## config.mk

```make
export PLATFORM = sky130hd
export DESIGN_NAME = router_fsm
export DESIGN_NICKNAME = d
export VERILOG_FILES = /design/src/rtl/router_fsm.sv
export SDC_FILE = /design/constraint.sdc
export NUM_CORES = 1
export LEC_CHECK = 0
export ABC_AREA = 1
export CAP_MARGIN = 15
export CELL_PAD_IN_SITES_DETAIL_PLACEMENT = 0
export CELL_PAD_IN_SITES_GLOBAL_PLACEMENT = 1
export CORE_MARGIN = 2
export CORE_UTILIZATION = 22
export DETAILED_ROUTE_END_ITERATION = 6
export PLACE_DENSITY = 0.83
export SYNTH_ARGS = -nofsm -noshare
export SYNTH_HDL_FRONTEND = slang
export SYNTH_SLANG_ARGS = --single-unit
```

## constraint.sdc

```tcl
create_clock -name clk -period 1.2 [get_ports clk]
set_input_delay 0.12 -clock clk [delete_from_list [all_inputs] [get_ports clk]]
set_output_delay 0.12 -clock clk [all_outputs]
set_load 0.02 [all_outputs]
```

## src/rtl/router_fsm.sv

```systemverilog
// router_fsm -- control FSM for the 1x3 packet router.
//
// Sequences the register datapath (header / payload / parity capture and
// parity check) and gates writes into the three destination FIFOs. The
// destination address is decoded from the header byte. The FSM stalls on a
// busy or full FIFO. It returns to idle once parity has been checked, or when
// the selected destination soft-resets.
//
// Ports
//   clk            in   system clock, rising edge
//   rst            in   synchronous active-high reset
//   pkt_valid      in   packet in progress; low on the parity byte
//   din[1:0]       in   destination address while in DECODE_ADDRESS
//   fifo_full      in   full flag of the selected FIFO
//   fifo_empty_0-2 in   per-FIFO empty flags
//   soft_reset_0-2 in   per-FIFO read-timeout resets
//   parity_done    in   parity byte captured by the register block
//   low_pkt_valid  in   pkt_valid fell while the FIFO was full
//   detect_addr    out  state is DECODE_ADDRESS
//   lfd_state      out  state is LOAD_FIRST_DATA
//   ld_state       out  state is LOAD_DATA
//   laf_state      out  state is LOAD_AFTER_FULL
//   full_state     out  state is FIFO_FULL_STATE
//   rst_int_reg    out  state is CHECK_PARITY_ERROR
//   write_enb_reg  out  FIFO write enable
//   busy           out  input port must hold the current byte
module router_fsm (
   input  logic       clk,
   input  logic       rst,
   input  logic       pkt_valid,
   input  logic [1:0] din,
   input  logic       fifo_full,
   input  logic       fifo_empty_0,
   input  logic       fifo_empty_1,
   input  logic       fifo_empty_2,
   input  logic       soft_reset_0,
   input  logic       soft_reset_1,
   input  logic       soft_reset_2,
   input  logic       parity_done,
   input  logic       low_pkt_valid,
   output logic       detect_addr,
   output logic       lfd_state,
   output logic       ld_state,
   output logic       laf_state,
   output logic       full_state,
   output logic       rst_int_reg,
   output logic       write_enb_reg,
   output logic       busy
);

   typedef enum logic [2:0] {
      DECODE_ADDRESS     = 3'd0,
      LOAD_FIRST_DATA    = 3'd1,
      LOAD_DATA          = 3'd2,
      LOAD_PARITY        = 3'd3,
      CHECK_PARITY_ERROR = 3'd4,
      FIFO_FULL_STATE    = 3'd5,
      LOAD_AFTER_FULL    = 3'd6,
      WAIT_TILL_EMPTY    = 3'd7
   } state_t;

   state_t     r_state;
   state_t     w_next;
   logic [1:0] r_addr;
   logic [3:0] w_empty_vec;
   logic [3:0] w_soft_vec;
   logic       w_addr_ok;

   // Address 3 has no FIFO. Its slot reads as "not empty, no soft reset".
   assign w_empty_vec = {1'b0, fifo_empty_2, fifo_empty_1, fifo_empty_0};
   assign w_soft_vec  = {1'b0, soft_reset_2, soft_reset_1, soft_reset_0};
   assign w_addr_ok   = (din != 2'b11);

   always_ff @(posedge clk) begin
      if (rst) begin
         r_state <= DECODE_ADDRESS;
         r_addr  <= '0;
      end else begin
         r_state <= w_next;
         if (r_state == DECODE_ADDRESS && pkt_valid)
            r_addr <= din;
      end
   end

   always_comb begin
      w_next = r_state;
      if (r_state != DECODE_ADDRESS && w_soft_vec[r_addr]) begin
         // A soft reset from the selected destination overrides every transition.
         w_next = DECODE_ADDRESS;
      end else begin
         unique case (r_state)
            DECODE_ADDRESS: begin
               if (pkt_valid && w_addr_ok)
                  w_next = w_empty_vec[din] ? LOAD_FIRST_DATA : WAIT_TILL_EMPTY;
            end
            LOAD_FIRST_DATA: w_next = LOAD_DATA;
            LOAD_DATA: begin
               if (fifo_full)
                  w_next = FIFO_FULL_STATE;
               else if (!pkt_valid)
                  w_next = LOAD_PARITY;
            end
            LOAD_PARITY: w_next = CHECK_PARITY_ERROR;
            CHECK_PARITY_ERROR:
               w_next = fifo_full ? FIFO_FULL_STATE : DECODE_ADDRESS;
            FIFO_FULL_STATE: begin
               if (!fifo_full)
                  w_next = LOAD_AFTER_FULL;
            end
            LOAD_AFTER_FULL: begin
               if (parity_done)
                  w_next = DECODE_ADDRESS;
               else if (low_pkt_valid)
                  w_next = LOAD_PARITY;
               else
                  w_next = LOAD_DATA;
            end
            WAIT_TILL_EMPTY: begin
               if (w_empty_vec[r_addr])
                  w_next = LOAD_FIRST_DATA;
            end
            default: w_next = DECODE_ADDRESS;
         endcase
      end
   end

   always_comb begin
      detect_addr   = (r_state == DECODE_ADDRESS);
      lfd_state     = (r_state == LOAD_FIRST_DATA);
      ld_state      = (r_state == LOAD_DATA);
      laf_state     = (r_state == LOAD_AFTER_FULL);
      full_state    = (r_state == FIFO_FULL_STATE);
      rst_int_reg   = (r_state == CHECK_PARITY_ERROR);
      write_enb_reg = (r_state == LOAD_FIRST_DATA) || (r_state == LOAD_DATA) ||
                      (r_state == LOAD_PARITY)     || (r_state == LOAD_AFTER_FULL);
      busy          = !((r_state == DECODE_ADDRESS) || (r_state == LOAD_DATA));
   end

endmodule

```

==> results of run 1 <==
area by class of cell:
type                            count  area, um2
Fill cell                         207       1070
Inverter                           15       63.8
Sequential cell                     5        109
Timing Repair Buffer               35        302
Clock buffer                        4       26.3
Tap cell                           27       33.8
Multi-Input combinational cell     67        393
worst max-delay path by stage:
| stage | startpoint | endpoint | slack (ns) |
|---|---|---|---|
| 6_report | r_state[2] | r_state[1] | -0.01 |
| 5_1_grt | r_state[1] | r_state[0] | -0.11 |
| 4_1_cts | r_state[1] | r_state[0] | -0.02 |
| 3_5_place_dp | r_state[1] | full_state | -0.21 |
| 3_3_place_gp | r_state[1] | lfd_state | -0.20 |
| 2_1_floorplan | r_state[0] | r_state[2] | 0.01 |
per-layer routing:
metal  up-vias  GRT usage [%]  wire [um]  part of all wire [%]
met5         -              0          0                     0
met4         0           4.05          0                     0
met3         0           2.68         61                   3.8
met2        12           24.8        816                    50
met1       296           17.7        742                    46
li1        359              -          -                     -
registers in the layout, indices dropped and copies added (netlist names):
signal,flops
r_addr,2
r_state,3
what timing repair did:
action	in CTS	in global routing
pin swaps	3	5
endpoints found under the setup margin	13	9
gates resized for setup	56	13
setup buffers	4	0
metrics by stage:
step / std cells / hold WS (ns) / power, mW / cell area, um2 / TNS (ns)
4_1_cts: 153 / 0.530 / 2.01 / 885 / -0.0233
3_5_place_dp: 145 / 0.530 / 1.66 / 807 / -1.76
3_3_place_gp: 145 / 0.530 / 1.66 / 807 / -1.68
6_report: 153 / 0.551 / 2.14 / 927 / -0.0211
2_1_floorplan: 87 / 0.198 / 1.07 / 488 / 0
5_1_grt: 153 / 0.562 / 2.33 / 927 / -0.450
cell usage in the layout, fill, tap and decap left out, types with 2 or more instances in the layout:
cell / count
nand2_1: 19
clkdlybuf4s50_1: 13
buf_4: 12
inv_1: 11
nor2_1: 10
nand3_1: 7
nand2_2: 6
buf_2: 5
buf_6: 5
nor2_2: 4
o21ai_0: 3
clkbuf_4: 3
inv_2: 2
nor2_4: 2
a211oi_2: 2
nand3_2: 2
and2_4: 2
o211ai_1: 2
dfxtp_1: 2
dfxtp_4: 2
report_power, final:
part / internal [mW] / switching [mW]
logic: 0.747 / 0.871
registers: 0.250 / 0.0850
clock network: 0.125 / 0.0603
total: 1.12 / 1.02
critical path: cells and delay by family (launching register included):
kind	cells	cell delay, ns
flip-flops	1	0.38
buffers and inverters	3	0.22
AND/OR/NAND/NOR	6	0.51
cells by family (layout without fill, tap and decap cells):
family | Yosys count | after routing
simple gates | 56 | 56
compound gates | 11 | 11
flops | 5 | 5
buf+inv | 15 | 54
==> run_results.csv, run 1 <==
group,metric,value,unit
outcome,status,"finished with violations",
outcome,failed_checks,"setup timing",
yosys,synth_top_family_by_area,"simple AND/OR/NAND/NOR gates",
yosys,synth-simple-area-share,53.5,%
timing,setup_viol,2,
drt,drt-total-wl,1620,um
yosys,synthTopCellsByArea,"dfxtp_1 (21%), nand2_1 (20%), nor2_1 (11%)",
cts,cts_hold_buf,0,
run,maxCapViolations,0,
place,place_ws,-0.211,ns
yosys,yosysTopAreaCell,"dfxtp_1",
drt,post-route-drc-count,0,
yosys,synth-compound-area-share,13.6,%
layout,layout-drive-gt1-share,43.7,%
timing,worstMarginPinSlew,0.268,ns
drt,initialDrtViolationCount,9,
yosys,synthXorXnorAreaFrac,0,%
yosys,syn_nets,101,
cts,cts_sinks,5,
layout,final_util,46.3,%
setup_path,slowest_delay,0.38,ns
power_and_ir_drop,powerDensity,2310,nW/um2
die,die_y,50.6,um
die,rows,16,
yosys,syn-cell-area,477,um2
drt,routedWlPerCell,10.6,um
timing,period_minus_slack,1.21,ns
setup_path,r2r-start,"r_state[2]",
setup_path,path_class,"reg2reg",
cts,clock_tree.buffer_depth,2,
yosys,yosysWarnings,0,
setup_path,critical_path.endpoint_type,"flop",
setup_path,r2r_setup_slack,-0.01,ns
yosys,synth_top_area_share,21.0,%
setup_path,cp_max_fo,5,
place,place.gp.congestion,0.820,
power_and_ir_drop,vdd_drop_max,1.05,mV
yosys,avgSynthCellArea,5.48,um2
global_routing,grt_max_degree,8,
timing,finalCritPeriodShare,101,%
cts,tritoncts,"built",
yosys,ys_ff_latch,5,
power_and_ir_drop,leakage,0.469,nW
timing,max_freq,0.826,GHz
timing,rsz0062_at_grt,"true",
timing,setup_ws,-0.0112,ns
yosys,synth_cell_types,16,
min_path,whs_path_depth,2,
layout,areaGrowthSynthToFinish,94.5,%
yosys,synth.most_common_cell,"nand2_1",
timing,finalHoldViolations,0,
setup_path,reg2reg_to,"r_state[1]",
yosys,ys_top_cells_by_count,"nand2_1 (25), nor2_1 (14), inv_1 (12)",
global_routing,first_global_vias,659,
yosys,syn_inst,87,
setup_path,cp_data_required_time,1.33,ns
min_path,holdCritStartpoint,"r_addr[1]",
setup_path,cp_slowest_cell,"dfxtp_4",
layout,layout.nets,141,
yosys,synthAdderAreaFrac,0,%
cts,path_clk_slew,0.04,ns
timing,relSlewSlack,81.9,%
global_routing,antenna_found_initial,0,
die,io_pins,22,
yosys,synthFlopType,"dfxtp_1",
drt,viasPerCell,4.36,
min_path,hp-class,"reg2reg",
drt,dr.pass1.iters,2,
place,dp_hpwl,1220,um
die,core-area,2000,um2
min_path,hold_end,"r_addr[1]",
cts,clock_latency,0.24,ns
global_routing,overflow,0,
timing,report.final.slew_viol_count,0,
global_routing,grt_pass1_wl,2800,um
cts,cts_root_buf,"clkbuf_4",
yosys,muxShareOfSynthArea,0,%
setup_path,r2r_cells,9,
yosys,synth-edff-count,0,
die,fp.dieW,50.6,um
cts,cts_buffers,3,
place,io_buffers,21,
layout,n_antenna_cell,0,
setup_path,worst_setup_path_start_kind,"flop",
die,dieArea,2560,um2
setup_path,crit_chain,"inv_6, nand3_4, inv_2, buf_6, nand2_4, and2_4, nand3_2, nor2_2, nor2_1",
yosys,yosysSeqAreaShare,21.0,%
yosys,ys_async_sr_fraction,0,%
cts,cts_max_level,1,
setup_path,arrival,1.34,ns
drt,postRouteAntennaNets,0,
timing,skew,0.00193,ns
drt,num_vias,667,
die,initial_utilization,23.8,%
global_routing,track_usage,14.2,%
Note: power is estimated with default switching activity, not from simulation.
==> run 2: changes to the inputs <==
REMOVE_ABC_BUFFERS = 1   (was default)
==> run_results.csv, run 2 (synthesis results as in run 1) <==
group,metric,value,unit
timing,report.final.slew_viol_count,0,
setup_path,slowest_delay,0.35,ns
min_path,hp-class,"in2reg",
die,core-area,2000,um2
global_routing,first_global_vias,634,
layout,layout_commonest_cell,"nand2_1",
timing,worstMarginPinSlew,0.252,ns
cts,cts_buffers,3,
drt,num_vias,678,
place,dp_hpwl,1190,um
min_path,hold_end,"r_addr[0]",
drt,viasPerCell,4.46,
setup_path,path_class,"reg2reg",
place,io_buffers,21,
setup_path,cp_max_fo,4,
timing,setup_ws,0.00614,ns
power_and_ir_drop,leakage,0.470,nW
layout,fillers,211,
global_routing,grt_pass1_wl,2570,um
setup_path,worst_setup_path_start_kind,"flop",
drt,post-route-drc-count,0,
drt,routedWlPerCell,10.2,um
cts,tritoncts,"built",
timing,skew,0.00128,ns
setup_path,crit_chain,"buf_4, nor2_4, buf_6, nand3_4, nand2_2, nor2_1, nand2_1, nand2_1, nor2_1",
cts,clock_tree.buffer_depth,2,
cts,cts_sinks,5,
global_routing,track_usage,13.1,%
global_routing,grt_max_degree,8,
layout,layout.nets,140,
min_path,whs_path_depth,2,
cts,path_clk_slew,0.04,ns
run,maxCapViolations,0,
layout,layout-drive-gt1-share,40.0,%
layout,areaGrowthSynthToFinish,94.8,%
drt,drt-total-wl,1550,um
setup_path,path_delay_family,"simple AND/OR/NAND/NOR gates",
layout,final_cell_mix,"nand2_1 (19), clkdlybuf4s50_1 (13), nor2_1 (11), inv_1 (11), buf_4 (11)",
drt,postRouteAntennaNets,0,
timing,holdWs,0.536,ns
timing,setup_viol,0,
cts,cts_hold_buf,0,
setup_path,r2r_setup_slack,0.006,ns
setup_path,r2r_cells,9,
outcome,status,"completed",
place,place_ws,-0.222,ns
setup_path,cp_data_required_time,1.37,ns
power_and_ir_drop,vdd_drop_max,0.820,mV
setup_path,critical_path.endpoint_type,"flop",
drt,dr.pass1.iters,4,
setup_path,cp_slowest_cell,"dfxtp_4",
setup_path,arrival,1.37,ns
die,dieArea,2560,um2
global_routing,antenna_found_initial,0,
timing,relSlewSlack,83.2,%
timing,finalCritPeriodShare,99.5,%
setup_path,worstPathBufferInverterCount,2,
die,die_y,50.6,um
power_and_ir_drop,power.total,2.05,mW
drt,initialDrtViolationCount,10,
timing,max_freq,0.838,GHz
setup_path,r2r-start,"r_state[2]",
layout,largest-register,"r_state",
global_routing,overflow,0,
die,rows,16,
cts,cts_max_level,1,
cts,cts_root_buf,"clkbuf_4",
die,io_pins,22,
timing,finalHoldViolations,0,
min_path,holdCritStartpoint,"rst",
die,initial_utilization,23.8,%
power_and_ir_drop,powerDensity,2200,nW/um2
place,place.gp.congestion,0.840,
setup_path,reg2reg_to,"r_state[0]",
timing,period_minus_slack,1.19,ns
cts,clock_latency,0.24,ns
timing,rsz0062_at_grt,"true",
layout,largest_reg_flops,3,
die,fp.dieW,50.6,um
layout,top_regs,"r_state x3, r_addr x2",
layout,n_antenna_cell,0,
[run 2: cell count changes in the layout (fill, tap and decap cells not counted), sizes merged]
cell  before  now
buf       22   21
[run 2: stage by stage]
step | instances | area (um2) | setup TNS, ns | utilization, %
2_1_floorplan | 87 | 477 | -0.158 | -
3_3_place_gp | 146 | 803 | -1.75 | 40.1
3_5_place_dp | 146 | 803 | -1.87 | 40.1
4_1_cts | 151 | 842 | -0.0247 | 42.1
5_1_grt | 152 | 928 | -0.299 | 46.4
6_report | 152 | 928 | 0 | 46.4
[run 2: repair_timing]
action | 4_1_cts | 5_1_grt
gates cloned | 0 | 0
pin swaps | 2 | 4
setup endpoints to repair | 13 | 7
buffers inserted | 1 | 1
resized for setup | 49 | 22
[run 2: layout make-up]
class | count | area, um2 | share of cell area [%]
repair buffers | 34 | 288 | 31.0
clock buffers | 4 | 26.3 | 2.83
inverters | 15 | 66.3 | 7.14
multi-input cells | 67 | 405 | 43.7
well taps | 27 | 33.8 | 3.64
flip-flops and latches | 5 | 109 | 11.7
[run 2: routing by layer]
layer	global-route usage [%]	share of wire [%]	wire (um)
met5	0	0	0
met4	5.41	0.84	13
met3	2.68	4.3	67
met2	22.4	48	746
met1	15.9	47	723
[run 2: worst max path at each step]
| stage | startpoint | endpoint | cells after the start |
|---|---|---|---|
| global placement | r_state[1] | busy | 5 |
| global route | r_state[0] | r_state[1] | 8 |
| CTS | r_state[2] | r_state[2] | 9 |
| floorplan | r_state[0] | r_state[2] | 7 |
| detailed placement | r_state[1] | busy | 5 |
| finish | r_state[2] | r_state[0] | 9 |
[run 2: power breakdown]
group / leakage, nW / internal (mW) / switching [mW] / total [mW]
registers: 0.0430 / 0.250 / 0.0836 / 0.334
logic: 0.412 / 0.680 / 0.841 / 1.52
clock network: 0.0150 / 0.125 / 0.0654 / 0.191
total: 0.470 / 1.06 / 0.990 / 2.05
